File: config.mk
export PLATFORM = sky130hd
export DESIGN_NAME = mem_arbiter
export DESIGN_NICKNAME = d
export VERILOG_FILES = /design/src/rtl/arb_pkg.sv /design/src/rtl/mem_inflight_shreg.sv /design/src/rtl/mem_arbiter.sv
export SDC_FILE = /design/constraint.sdc
export NUM_CORES = 1
export LEC_CHECK = 0
export CAP_MARGIN = 20
export CORE_UTILIZATION = 35
export DETAILED_ROUTE_END_ITERATION = 12
export GPL_ROUTABILITY_DRIVEN = 0
export PLACE_DENSITY = 0.79
export SETUP_SLACK_MARGIN = 0.05
export SYNTH_ARGS = -nofsm -noshare
export SYNTH_HDL_FRONTEND = slang
export SYNTH_SLANG_ARGS = --single-unit
File: constraint.sdc
create_clock -name clk -period 2.1 [get_ports clk]
set_input_delay 0.315 -clock clk [delete_from_list [all_inputs] [get_ports clk]]
set_output_delay 0.315 -clock clk [all_outputs]
set_load 0.05 [all_outputs]
File: src/rtl/arb_pkg.sv
// Shared types and sizing for the cache-fill memory arbiter.
// Block geometry and memory pipeline depth are fixed here so all files agree.
package arb_pkg;

    localparam int unsigned ADDR_W          = 16;
    localparam int unsigned DATA_W          = 16;
    localparam int unsigned MEM_LATENCY     = 4;
    localparam int unsigned WORDS_PER_BLOCK = 8;
    localparam int unsigned OFFSET_BITS     = 4;
    localparam int unsigned BASE_W          = ADDR_W - OFFSET_BITS;
    localparam int unsigned CNT_W           = $clog2(WORDS_PER_BLOCK);

    typedef enum logic [1:0] {
        IDLE,
        FILL_I,
        FILL_D,
        WRITE
    } arb_state_e;

    typedef enum logic {
        OWNER_I = 1'b0,
        OWNER_D = 1'b1
    } owner_e;

    // Words are 16-bit, so each word index steps the byte address by 2.
    function automatic logic [ADDR_W-1:0] word_addr(input logic [BASE_W-1:0] base,
                                                     input logic [CNT_W-1:0]  idx);
        return {base, idx, 1'b0};
    endfunction

endpackage

File: src/rtl/mem_inflight_shreg.sv
// Valid+owner tag pipeline that tracks reads in flight to the memory.
// The head entry lines up with the cycle the memory returns that read.
module mem_inflight_shreg
    import arb_pkg::*;
#(
    parameter int unsigned DEPTH = MEM_LATENCY
) (
    input  logic   clk,
    input  logic   clr,
    input  logic   shift_in_valid,
    input  owner_e shift_in_owner,
    output logic   head_valid,
    output owner_e head_owner,
    output logic   any_valid
);

    logic [DEPTH-1:0] valid_q;
    logic [DEPTH-1:0] owner_q;

    always_ff @(posedge clk) begin
        if (clr) begin
            valid_q <= '0;
            owner_q <= '0;
        end else begin
            valid_q <= {valid_q[DEPTH-2:0], shift_in_valid};
            owner_q <= {owner_q[DEPTH-2:0], shift_in_owner};
        end
    end

    assign head_valid = valid_q[DEPTH-1];
    assign head_owner = owner_e'(owner_q[DEPTH-1]);
    assign any_valid  = |valid_q;

endmodule

File: src/rtl/mem_arbiter.sv
// Arbitrates I-cache fills, D-cache fills and D-cache write-through words onto
// one pipelined memory port; fills issue 8 reads and route returns by tag.
module mem_arbiter
    import arb_pkg::*;
(
    input  logic              clk,
    input  logic              rst,
    input  logic              icache_req,
    input  logic [ADDR_W-1:0] icache_addr,
    input  logic              dcache_req,
    input  logic [ADDR_W-1:0] dcache_addr,
    input  logic              dcache_wr_req,
    input  logic [ADDR_W-1:0] dcache_wr_addr,
    input  logic [DATA_W-1:0] dcache_wr_data,
    output logic              icache_data_valid,
    output logic              dcache_data_valid,
    output logic              dcache_wr_ack,
    output logic [DATA_W-1:0] mem_data_out_q,
    output logic              mem_en,
    output logic              mem_wr,
    output logic [ADDR_W-1:0] mem_addr,
    output logic [DATA_W-1:0] mem_wdata,
    input  logic [DATA_W-1:0] mem_rdata,
    input  logic              mem_rvalid
);

    arb_state_e        state_q;
    arb_state_e        state_d;
    logic [BASE_W-1:0] base_q;
    logic [BASE_W-1:0] grant_base;
    logic [CNT_W-1:0]  issue_cnt_q;
    logic [CNT_W-1:0]  ret_cnt_q;
    logic              issuing_q;
    logic              fill_grant;
    logic              issue_en;
    owner_e            issue_owner;
    logic              head_valid;
    owner_e            head_owner;
    logic              any_valid;
    logic              strobe;
    logic              last_ret;
    logic              unused_addr_bits;

    // Only the block base of a miss address matters; the word offset is regenerated.
    assign unused_addr_bits = ^{icache_addr[OFFSET_BITS-1:0], dcache_addr[OFFSET_BITS-1:0]};

    mem_inflight_shreg #(
        .DEPTH(MEM_LATENCY)
    ) u_inflight (
        .clk            (clk),
        .clr            (rst),
        .shift_in_valid (issue_en),
        .shift_in_owner (issue_owner),
        .head_valid     (head_valid),
        .head_owner     (head_owner),
        .any_valid      (any_valid)
    );

    assign issue_en       = issuing_q && (state_q == FILL_I || state_q == FILL_D);
    assign issue_owner    = (state_q == FILL_D) ? OWNER_D : OWNER_I;
    assign strobe         = mem_rvalid && head_valid;
    assign last_ret       = strobe && (ret_cnt_q == CNT_W'(WORDS_PER_BLOCK - 1));
    assign mem_data_out_q = mem_rdata;

    always_ff @(posedge clk) begin
        if (rst) begin
            state_q <= IDLE;
        end else begin
            state_q <= state_d;
        end
    end

    always_comb begin
        state_d    = state_q;
        fill_grant = 1'b0;
        grant_base = '0;
        case (state_q)
            IDLE: begin
                if (!any_valid) begin
                    if (dcache_req) begin
                        state_d    = FILL_D;
                        fill_grant = 1'b1;
                        grant_base = dcache_addr[ADDR_W-1:OFFSET_BITS];
                    end else if (dcache_wr_req) begin
                        state_d = WRITE;
                    end else if (icache_req) begin
                        state_d    = FILL_I;
                        fill_grant = 1'b1;
                        grant_base = icache_addr[ADDR_W-1:OFFSET_BITS];
                    end
                end
            end
            FILL_I, FILL_D: begin
                if (last_ret) begin
                    state_d = IDLE;
                end
            end
            WRITE: begin
                state_d = IDLE;
            end
            default: begin
                state_d = IDLE;
            end
        endcase
    end

    // issuing_q stops the issue stream once the 3-bit counter wraps past the last word.
    always_ff @(posedge clk) begin
        if (rst) begin
            base_q      <= '0;
            issue_cnt_q <= '0;
            ret_cnt_q   <= '0;
            issuing_q   <= 1'b0;
        end else if (fill_grant) begin
            base_q      <= grant_base;
            issue_cnt_q <= '0;
            ret_cnt_q   <= '0;
            issuing_q   <= 1'b1;
        end else begin
            if (issue_en) begin
                issue_cnt_q <= issue_cnt_q + CNT_W'(1);
                if (issue_cnt_q == '1) begin
                    issuing_q <= 1'b0;
                end
            end
            if (strobe) begin
                ret_cnt_q <= ret_cnt_q + CNT_W'(1);
            end
        end
    end

    always_comb begin
        mem_en            = 1'b0;
        mem_wr            = 1'b0;
        mem_addr          = '0;
        mem_wdata         = '0;
        dcache_wr_ack     = 1'b0;
        icache_data_valid = strobe && (head_owner == OWNER_I);
        dcache_data_valid = strobe && (head_owner == OWNER_D);
        case (state_q)
            FILL_I, FILL_D: begin
                if (issuing_q) begin
                    mem_en   = 1'b1;
                    mem_addr = word_addr(base_q, issue_cnt_q);
                end
            end
            WRITE: begin
                mem_en        = 1'b1;
                mem_wr        = 1'b1;
                mem_addr      = dcache_wr_addr;
                mem_wdata     = dcache_wr_data;
                dcache_wr_ack = 1'b1;
            end
            default: begin
            end
        endcase
    end

endmodule

==> results of run 1 <==
-- worst max-delay path by stage --
| stage | startpoint | end | slack, ps | cells after the start |
|---|---|---|---|---|
| 2_1_floorplan | state_q[1] | mem_addr[10] | 60 | 6 |
| 3_3_place_gp | state_q[1] | mem_addr[3] | 200 | 7 |
| 3_5_place_dp | state_q[1] | mem_addr[3] | 150 | 7 |
| 4_1_cts | state_q[1] | mem_addr[4] | 10 | 7 |
| 5_1_grt | state_q[0] | mem_addr[10] | -6 | 7 |
| 6_report | state_q[0] | mem_addr[14] | 60 | 7 |
-- through the flow --
| step | hold slack, ps | area (um^2) | TNS, ps | util [%] | setup slack (ps) |
|---|---|---|---|---|---|
| 2_1_floorplan | 413.8 | 1929 | 0 | - | 60.87 |
| 3_3_place_gp | 422.0 | 3224 | 0 | 62.73 | 200.3 |
| 3_5_place_dp | 434.1 | 3224 | 0 | 62.73 | 147.6 |
| 4_1_cts | 448.5 | 3428 | 0 | 66.70 | 12.87 |
| 5_1_grt | 458.9 | 3542 | -6.244 | 68.91 | -6.244 |
| 6_report | 449.8 | 3542 | 0 | 68.91 | 58.05 |
-- report_power, final --
part	internal (mW)	switching [mW]
Combinational	0.772	0.847
Sequential	0.688	0.0965
Clock	0.387	0.215
-- final cells by class --
| cell class | count | area, um^2 | area share, % |
|---|---|---|---|
| Tap cell | 70 | 87.58 | 2.473 |
| Clock buffer | 7 | 86.33 | 2.437 |
| Inverter | 14 | 55.05 | 1.554 |
| Multi-Input combinational cell | 141 | 1185 | 33.45 |
| Clock inverter | 1 | 30.03 | 0.8478 |
| Sequential cell | 29 | 588.1 | 16.60 |
| Timing Repair Buffer | 112 | 1510 | 42.64 |
-- Yosys cell counts, drive strengths merged, types with 4 or more instances --
library cell   n
dfxtp         29
buf           23
and2          19
nor2          18
a22oi         15
inv           14
nand2b        13
a221oi        12
o31ai         12
clkbuf        10
nor2b         10
ha             8
nor3           7
mux2i          4
nand2          4
nand3          4
-- routing by layer --
metal	vias up	track usage (%)
met5	-	0
met4	0	4.938
met3	8	4.630
met2	74	35.91
met1	859	22.49
li1	913	-
-- critical path, stage by stage, from the launching register on --
cell and delay (ps):
dfxtp_4 380, inv_4 50, ha_4 260, and2_4 210
buf_12 140, a22oi_2 50, nor2_2 190, buf_12 160
-- cell families after synthesis --
family / synth area share, %
compound gates: 23.67
xor+xnor: 0.9286
fa+ha+maj: 5.305
buf+inv: 13.46
flops: 30.77
mux: 2.122
simple gates: 23.74
-- what timing repair did --
| item | 4_1_cts | 5_1_grt |
|---|---|---|
| resized for setup | 10 | 16 |
| gates cloned | 1 | 1 |
| buffers inserted | 4 | 2 |
| pin swaps | 2 | 7 |
| endpoints found under the setup margin | 32 | 16 |
-- registers in the layout (all words and copies together), names as in the netlist --
signal              cells
u_inflight.owner_q      4
u_inflight.valid_q      4
state_q                 2
ret_cnt_q               3
issuing_q               1
base_q                 12
issue_cnt_q             3
-- cells in the final DEF, fill, tap and decap left out, types with 2 or more instances in the layout --
master,n
o31ai_1,12
dfxtp_4,2
nor2_2,16
mux2i_1,4
nor3_1,7
ha_4,2
a22oi_1,2
nor2_1,2
dfxtp_1,27
a22oi_2,13
nor2b_1,10
ha_1,6
clkbuf_8,6
and2_1,18
a221oi_1,3
buf_12,38
a221oi_2,9
inv_1,12
clkdlybuf4s50_1,61
nand2_1,4
buf_4,10
nand3_1,4
nand2b_1,13
==> reports/qor.yml, run 1 <==
logic_synthesis:
  syn-cell-area_um2: 1887
  yosys_warnings: 0
  avgSynthCellArea_um2: 8.695
  synth_area_leaders: "dfxtp_1 (31%), a221oi_2 (7.2%), buf_4 (7.2%), and2_1 (6.3%), a22oi_1 (6.0%)"
  synth.distinct_cells: 35
  netlist_instances: 217
  synth_edf_count: 0
  synthFlopType: "dfxtp_1"
  syn_nets: 311
  yosysTopAreaCell: "dfxtp_1"
  synth_top_cell_area_share_pct: 30.77
  synth-seq-cells: 29
  synth-seq-area-share_pct: 30.77
  synthArstFlopShare_pct: 0
setup_path:
  reg2reg_slack_ps: 380
  cp-end-kind: "output port"
  crit_type: "reg2out"
  r2r_end: "base_q[1]"
  regToRegStartpoint: "state_q[0]"
  startpoint_type: "flop"
  critical_path.max_fanout: 5
  required_ps: 1780
  arrival_ps: 1730
  rr_worst_depth: 5
floorplanning:
  dieArea_um2: 5688
  start_util_pct: 36.71
  num_rows: 26
  die_w_um: 75.42
  core_area_um2: 5140
  fp.dieH_um: 75.42
  num_io_pins: 139
timing:
  slew_violations: 0
  setup_viol: 0
  clock.fmax_ghz: 0.4897
  rsz0062_at_grt: "yes"
  finalClockSkew_ps: 7.661
  relSlewSlack_pct: 58.37
  finalCritPeriodShare_pct: 97.24
  fin_crit_ps: 2042
  tightest_slew_ps: 624.4
  hold_viol_final: 0
cells_and_area:
  fillerInstances: 404
  final_layout_size_suffix_gt1_share_pct: 34.87
  stdcell_count: 374
  n_antenna_cell: 0
  finalNetCount: 397
  syn_to_final_growth_pct: 87.73
hold_path:
  hold-path-endpoint: "u_inflight.owner_q[3]"
  holdCritPathClass: "reg2reg"
  hold_path_startpoint: "u_inflight.owner_q[2]"
  min_delay_path_depth: 1
placed_design:
  place_inst: 358
  dp_hpwl_um: 4042
  place.port_buffers: 98
clock_tree:
  path_clk_slew_ps: 70
  clock_path_buffers: 2
  cts_tree: "yes"
  clock_sinks: 29
  root_buffer: "clkbuf_8"
  numCtsBuffers: 5
  insertion_delay_ps: 280
  cts_hold_buffers: 0
  cts_max_level: 2
routing:
  drc: 0
  wl_met2_um: 2827
  wirelength_um: 5429
  wire_per_inst_um: 14.52
  wirelength_met1_um: 2173
  vias_per_cell: 4.957
  routed-wl-met3_um: 364
  first_iter_violations: 53
  firstDrtPassIters: 4
  vias: 1854
  topRoutingLayerUsed: "met4"
  drtAntennaViolNets: 0
pwr:
  peakVddDrop_mv: 0.5192
  p_leak_nw: 1.326
  total_power_mw: 3.005
  p_per_area_nw_per_um2: 848.3
run_status:
  status: "completed"
grt:
  grt_pass1_vias: 1842
  antenna_found_initial: 0
  grt_max_degree: 30
  grt_usage_pct: 19.45
  overflow: 0
  grt_first_pass_wirelength_um: 8424
job:
  maxCapViolCount: 0
Note: power is estimated with default switching activity, not from simulation.
==> run 2: changes to the inputs <==
--- a/config.mk
+++ b/config.mk
@@ -6,10 +6,11 @@
 export NUM_CORES = 1
 export LEC_CHECK = 0
 export CAP_MARGIN = 20
-export CORE_UTILIZATION = 35
+export CORE_UTILIZATION = 44
 export DETAILED_ROUTE_END_ITERATION = 12
+export DONT_BUFFER_PORTS = 1
 export GPL_ROUTABILITY_DRIVEN = 0
-export PLACE_DENSITY = 0.79
+export PLACE_DENSITY = 0.56
 export SETUP_SLACK_MARGIN = 0.05
 export SYNTH_ARGS = -nofsm -noshare
 export SYNTH_HDL_FRONTEND = slang
==> constraint.sdc (replaced) <==
create_clock -name clk -period 2.6 [get_ports clk]
set_input_delay 0.39 -clock clk [delete_from_list [all_inputs] [get_ports clk]]
set_output_delay 0.39 -clock clk [all_outputs]
set_load 0.05 [all_outputs]
==> run 2 against run 1 <==
Power is 41% lower. Global-route usage is 1.3 points lower. Highest routed layer unchanged. Clock skew is 3.6 ps lower. Largest cell class is now multi-input gates. Non-clock buffer count is 92 lower. Core utilization is 20 points lower. Count of clock-buffer cells in the layout is 2 lower.
==> reports/qor.yml, run 2 (same netlist as run 1, synthesis figures left out) <==
floorplanning:
  num_io_pins: 139
  die_w_um: 67.49
  fp.dieH_um: 67.49
  num_rows: 23
  dieArea_um2: 4554
  start_util_pct: 46.50
  core_area_um2: 4058
routing:
  vias: 1503
  wirelength_met1_um: 1747
  wl_met2_um: 2016
  topRoutingLayerUsed: "met4"
  first_iter_violations: 57
  vias_per_cell: 5.737
  drc: 0
  routed-wl-met3_um: 298
  wire_per_inst_um: 15.76
  wirelength_um: 4129
  firstDrtPassIters: 4
  drtAntennaViolNets: 0
timing:
  finalClockSkew_ps: 4.041
  clock.fmax_ghz: 0.4283
  relSlewSlack_pct: 57.39
  setup_viol: 0
  fin_setup_tns_ps: 0
  slew_violations: 0
  hold_viol_final: 0
  finalCritPeriodShare_pct: 89.80
  setup_slack_ps: 265.1
  rsz0062_at_grt: "no"
  tightest_slew_ps: 639.2
  fin_crit_ps: 2335
setup_path:
  crit_type: "reg2out"
  worstSetupEndpoint: "mem_addr[11]"
  rr_worst_depth: 3
  reg2reg_slack_ps: 910
  cp-end-kind: "output port"
  regToRegStartpoint: "u_inflight.valid_q[1]"
  startpoint: "state_q[1]"
  critical_path.max_fanout: 17
  r2r_end: "base_q[0]"
  startpoint_type: "flop"
  required_ps: 2210
  arrival_ps: 1940
placed_design:
  place.port_buffers: 0
  place_inst: 254
  dp_hpwl_um: 3191
  pre_cts_ws_ps: 464.2
cells_and_area:
  top_register: "base_q"
  layout_commonest_cell: "dfxtp_1"
  fin_util_pct: 49.12
  syn_to_final_growth_pct: 5.636
  final_layout_size_suffix_gt1_share_pct: 19.81
  fillerInstances: 391
  n_antenna_cell: 0
  top_regs: "base_q (12), u_inflight.owner_q (4), u_inflight.valid_q (4)"
  stdcell_count: 262
  final_cell_mix: "dfxtp_1 (29), buf_4 (19), nor2_1 (18), and2_1 (18), a22oi_1 (15)"
  finalNetCount: 305
  largest_reg_flops: 12
grt:
  overflow: 0
  antenna_found_initial: 0
  grt_pass1_vias: 1310
  grt_first_pass_wirelength_um: 6037
  grt_max_degree: 36
  grt_usage_pct: 18.13
clock_tree:
  insertion_delay_ps: 280
  cts_tree: "yes"
  path_clk_slew_ps: 70
  cts_hold_buffers: 0
  clock_sinks: 29
  numCtsBuffers: 5
  cts_max_level: 2
  clock_path_buffers: 2
  root_buffer: "clkbuf_8"
pwr:
  p_comb_share_pct: 44.7
  pwr-share-seq_pct: 35.0
  p_leak_nw: 0.7908
  p_per_area_nw_per_um2: 882.4
  peakVddDrop_mv: 0.3537
  power.share.clock_pct: 20.3
  power.switching_uw: 758.6
  p_int_mw: 1.000
  switching_share_pct: 43.14
hold_path:
  holdCritPathClass: "in2reg"
job:
  maxCapViolCount: 0
run_status:
  status: "completed"
==> run 2: repair_timing <==
| item | CTS | global route |
|---|---|---|
| buffers inserted | 0 | 0 |
| resized for setup | 0 | 2 |
| endpoints found under the setup margin | 0 | 13 |
==> run 2: worst min-delay path by stage <==
stage,cells after the start,from,to
floorplan,1,u_inflight.owner_q[0],u_inflight.owner_q[1]
global placement,1,u_inflight.owner_q[0],u_inflight.owner_q[1]
detailed placement,1,u_inflight.owner_q[2],u_inflight.owner_q[3]
CTS,1,rst,base_q[10]
global route,1,rst,base_q[10]
finish,1,rst,u_inflight.owner_q[0]
==> run 2: routing by layer <==
metal	vias to the layer above	GRT usage [%]
li1	730	-
met1	675	21.27
met2	86	30.57
met3	12	5.405
met4	0	7.181
met5	-	0
==> run 2: worst max-delay path: stages, from the launching register on <==
cell and delay [ps]:
dfxtp_1 400, inv_1 80, ha_1 380, and2_4 190, buf_6 180, a22oi_1 90
nor2_1 120, buf_4 210
==> run 2: stage by stage <==
stage / hold slack [ps] / instance area, um^2 / power, mW
global placement: 418.4 / 1901 / 1.385
global route: 150.7 / 1993 / 1.881
finish: 174.1 / 1993 / 1.759
floorplan: 413.8 / 1887 / 1.367
CTS: 161.9 / 1987 / 1.771
detailed placement: 430.4 / 1901 / 1.414
==> run 2: cell type report <==
| cell class | count | area, um^2 | area share (%) |
|---|---|---|---|
| clock buffers | 5 | 68.82 | 3.453 |
| clock inverters | 3 | 17.52 | 0.8788 |
| inverters | 14 | 52.55 | 2.637 |
| multi-input cells | 141 | 1057 | 53.04 |
| flip-flops and latches | 29 | 580.6 | 29.13 |
| well taps | 50 | 62.56 | 3.139 |
| repair buffers | 20 | 153.9 | 7.721 |
==> run 2: power groups by stage <==
stage	sequential [mW]	clock, mW	combinational, mW
after global routing	0.629	0.396	0.856
after floorplan	0.602	0	0.765
after detailed placement	0.629	0	0.785
after CTS	0.619	0.369	0.783
after global placement	0.625	0	0.761
final	0.616	0.357	0.786
==> run 3: changes to the inputs <==
--- a/config.mk
+++ b/config.mk
@@ -11,7 +11,6 @@
 export DONT_BUFFER_PORTS = 1
 export GPL_ROUTABILITY_DRIVEN = 0
 export PLACE_DENSITY = 0.56
-export SETUP_SLACK_MARGIN = 0.05
 export SYNTH_ARGS = -nofsm -noshare
 export SYNTH_HDL_FRONTEND = slang
 export SYNTH_SLANG_ARGS = --single-unit
==> run 3 against run 2 <==
Setup slack worse by 59 ps. Final cell count stayed put. Cell area is 0.13% lower. Clock power hardly changed. Combinational power is 0.6% lower. Flip-flop and latch count stayed put. Sequential share of layout area hardly changed. Die area stayed put. Critical path depth stayed put. Critical endpoint unchanged. Global-route usage stayed put.
==> reports/qor.yml, run 3 (same netlist as run 1, synthesis figures left out) <==
routing:
  vias_per_cell: 5.740
  vias: 1504
  drtAntennaViolNets: 0
  wire_per_inst_um: 15.78
  firstDrtPassIters: 4
  first_iter_violations: 58
  wirelength_um: 4134
  drc: 0
timing:
  rsz0062_at_grt: "no"
  hold_viol_final: 0
  fin_setup_tns_ps: 0
  hold_slack_ps: 174.2
  fin_crit_ps: 2394
  slew_violations: 0
  tightest_slew_ps: 639.1
  finalCritPeriodShare_pct: 92.08
  setup_viol: 0
  clock.fmax_ghz: 0.4177
  relSlewSlack_pct: 57.39
  finalClockSkew_ps: 4.020
clock_tree:
  clock_sinks: 29
  numCtsBuffers: 5
  cts_max_level: 2
  post_cts_buffers: 0
  cts_tree: "yes"
  root_buffer: "clkbuf_8"
  path_clk_slew_ps: 70
  clock_path_buffers: 2
  insertion_delay_ps: 280
cells_and_area:
  finalNetCount: 305
  stdcell_count: 262
  n_antenna_cell: 0
  final_cell_mix: "dfxtp_1 (29), and2_1 (19), buf_4 (19), nor2_1 (18), a22oi_1 (15)"
  fillerInstances: 392
  layout_commonest_cell: "dfxtp_1"
  syn_to_final_growth_pct: 5.504
  largest_reg_flops: 12
  seq_area_um2: 580.6
  multi_input_area_um2: 1055
  top_regs: "base_q (12), u_inflight.owner_q (4), u_inflight.valid_q (4)"
  final_layout_size_suffix_gt1_share_pct: 19.34
  top_register: "base_q"
grt:
  antenna_found_initial: 0
  grt_pass1_vias: 1310
  grt_max_degree: 36
  overflow: 0
  grt_usage_pct: 18.13
  grt_first_pass_wirelength_um: 6037
floorplanning:
  core_area_um2: 4058
  num_io_pins: 139
  dieArea_um2: 4554
  fp.dieH_um: 67.49
  num_rows: 23
  start_util_pct: 46.50
  die_w_um: 67.49
setup_path:
  path_cells: "inv_1 > ha_1 > and2_1 > buf_6 > a22oi_1 > nor2_1 > buf_4"
  arrival_ps: 2000
  slowest_delay_ps: 400
  rr_worst_depth: 3
  reg2reg_slack_ps: 910
  startpoint_type: "flop"
  cp_slowest_cell: "dfxtp_1"
  cp-end-kind: "output port"
  required_ps: 2210
  critical_path.max_fanout: 17
  crit_type: "reg2out"
pwr:
  p_leak_nw: 0.7893
  total_power_mw: 1.754
  peakVddDrop_mv: 0.3529
  p_per_area_nw_per_um2: 881.0
placed_design:
  place_inst: 254
  dp_hpwl_um: 3191
  place.port_buffers: 0
hold_path:
  holdCritPathClass: "in2reg"
  min_delay_path_depth: 1
job:
  maxCapViolCount: 0
run_status:
  status: "completed"
## run 3: cell counts in the layout (fill, tap and decap cells not counted)
No cell type changed its count.
## run 3: cell type report
type	instances	share of cell area (%)
flip-flops and latches	29	29.16
multi-input cells	141	52.99
clock inverters	3	0.8799
repair buffers	20	7.731
inverters	14	2.640
well taps	50	3.143
clock buffers	5	3.457
## run 3: power by group
group | switching (mW) | internal [mW] | leakage (nW)
Sequential | 0.0672 | 0.549 | 0.238
Clock | 0.173 | 0.184 | 0.0439
Combinational | 0.518 | 0.263 | 0.508
Total | 0.758 | 0.996 | 0.789
## run 3: repair_timing
| item | 4_1_cts | 5_1_grt |
|---|---|---|
| hold buffers | 0 | 0 |
| setup endpoints to repair | 0 | 6 |
| resized for setup | 0 | 1 |
## run 3: path summary, 6_finish.rpt
path,startpoint,endpoint
worst max-delay path,state_q[1],mem_addr[11]
worst min-delay path,rst,u_inflight.owner_q[0]
worst max register to register,u_inflight.valid_q[1],base_q[0]
worst min register to register,u_inflight.owner_q[2],u_inflight.owner_q[3]
## run 3: worst max-delay path, delay by kind of cell, from the launching register on
kind,cells,cell delay (ps)
buf+inv,3,500
flops,1,400
fa+ha+maj,1,370
simple gates,2,360
compound gates,1,90
## run 3: metrics by stage
stage | util [%] | setup slack [ps] | cell area [um^2]
finish | 49.06 | 206.0 | 1991
global placement | 46.84 | 522.2 | 1901
CTS | 48.97 | 158.4 | 1987
global route | 49.06 | 34.24 | 1991
detailed placement | 46.84 | 464.2 | 1901
floorplan | - | 139.1 | 1887
## run 3: metal layers
metal,vias up,routed length (um),global-route usage (%)
li1,731,-,-
met1,676,1754,21.27
met2,86,2017,30.57
met3,11,295,5.405
met4,0,67,7.181
met5,-,0,0
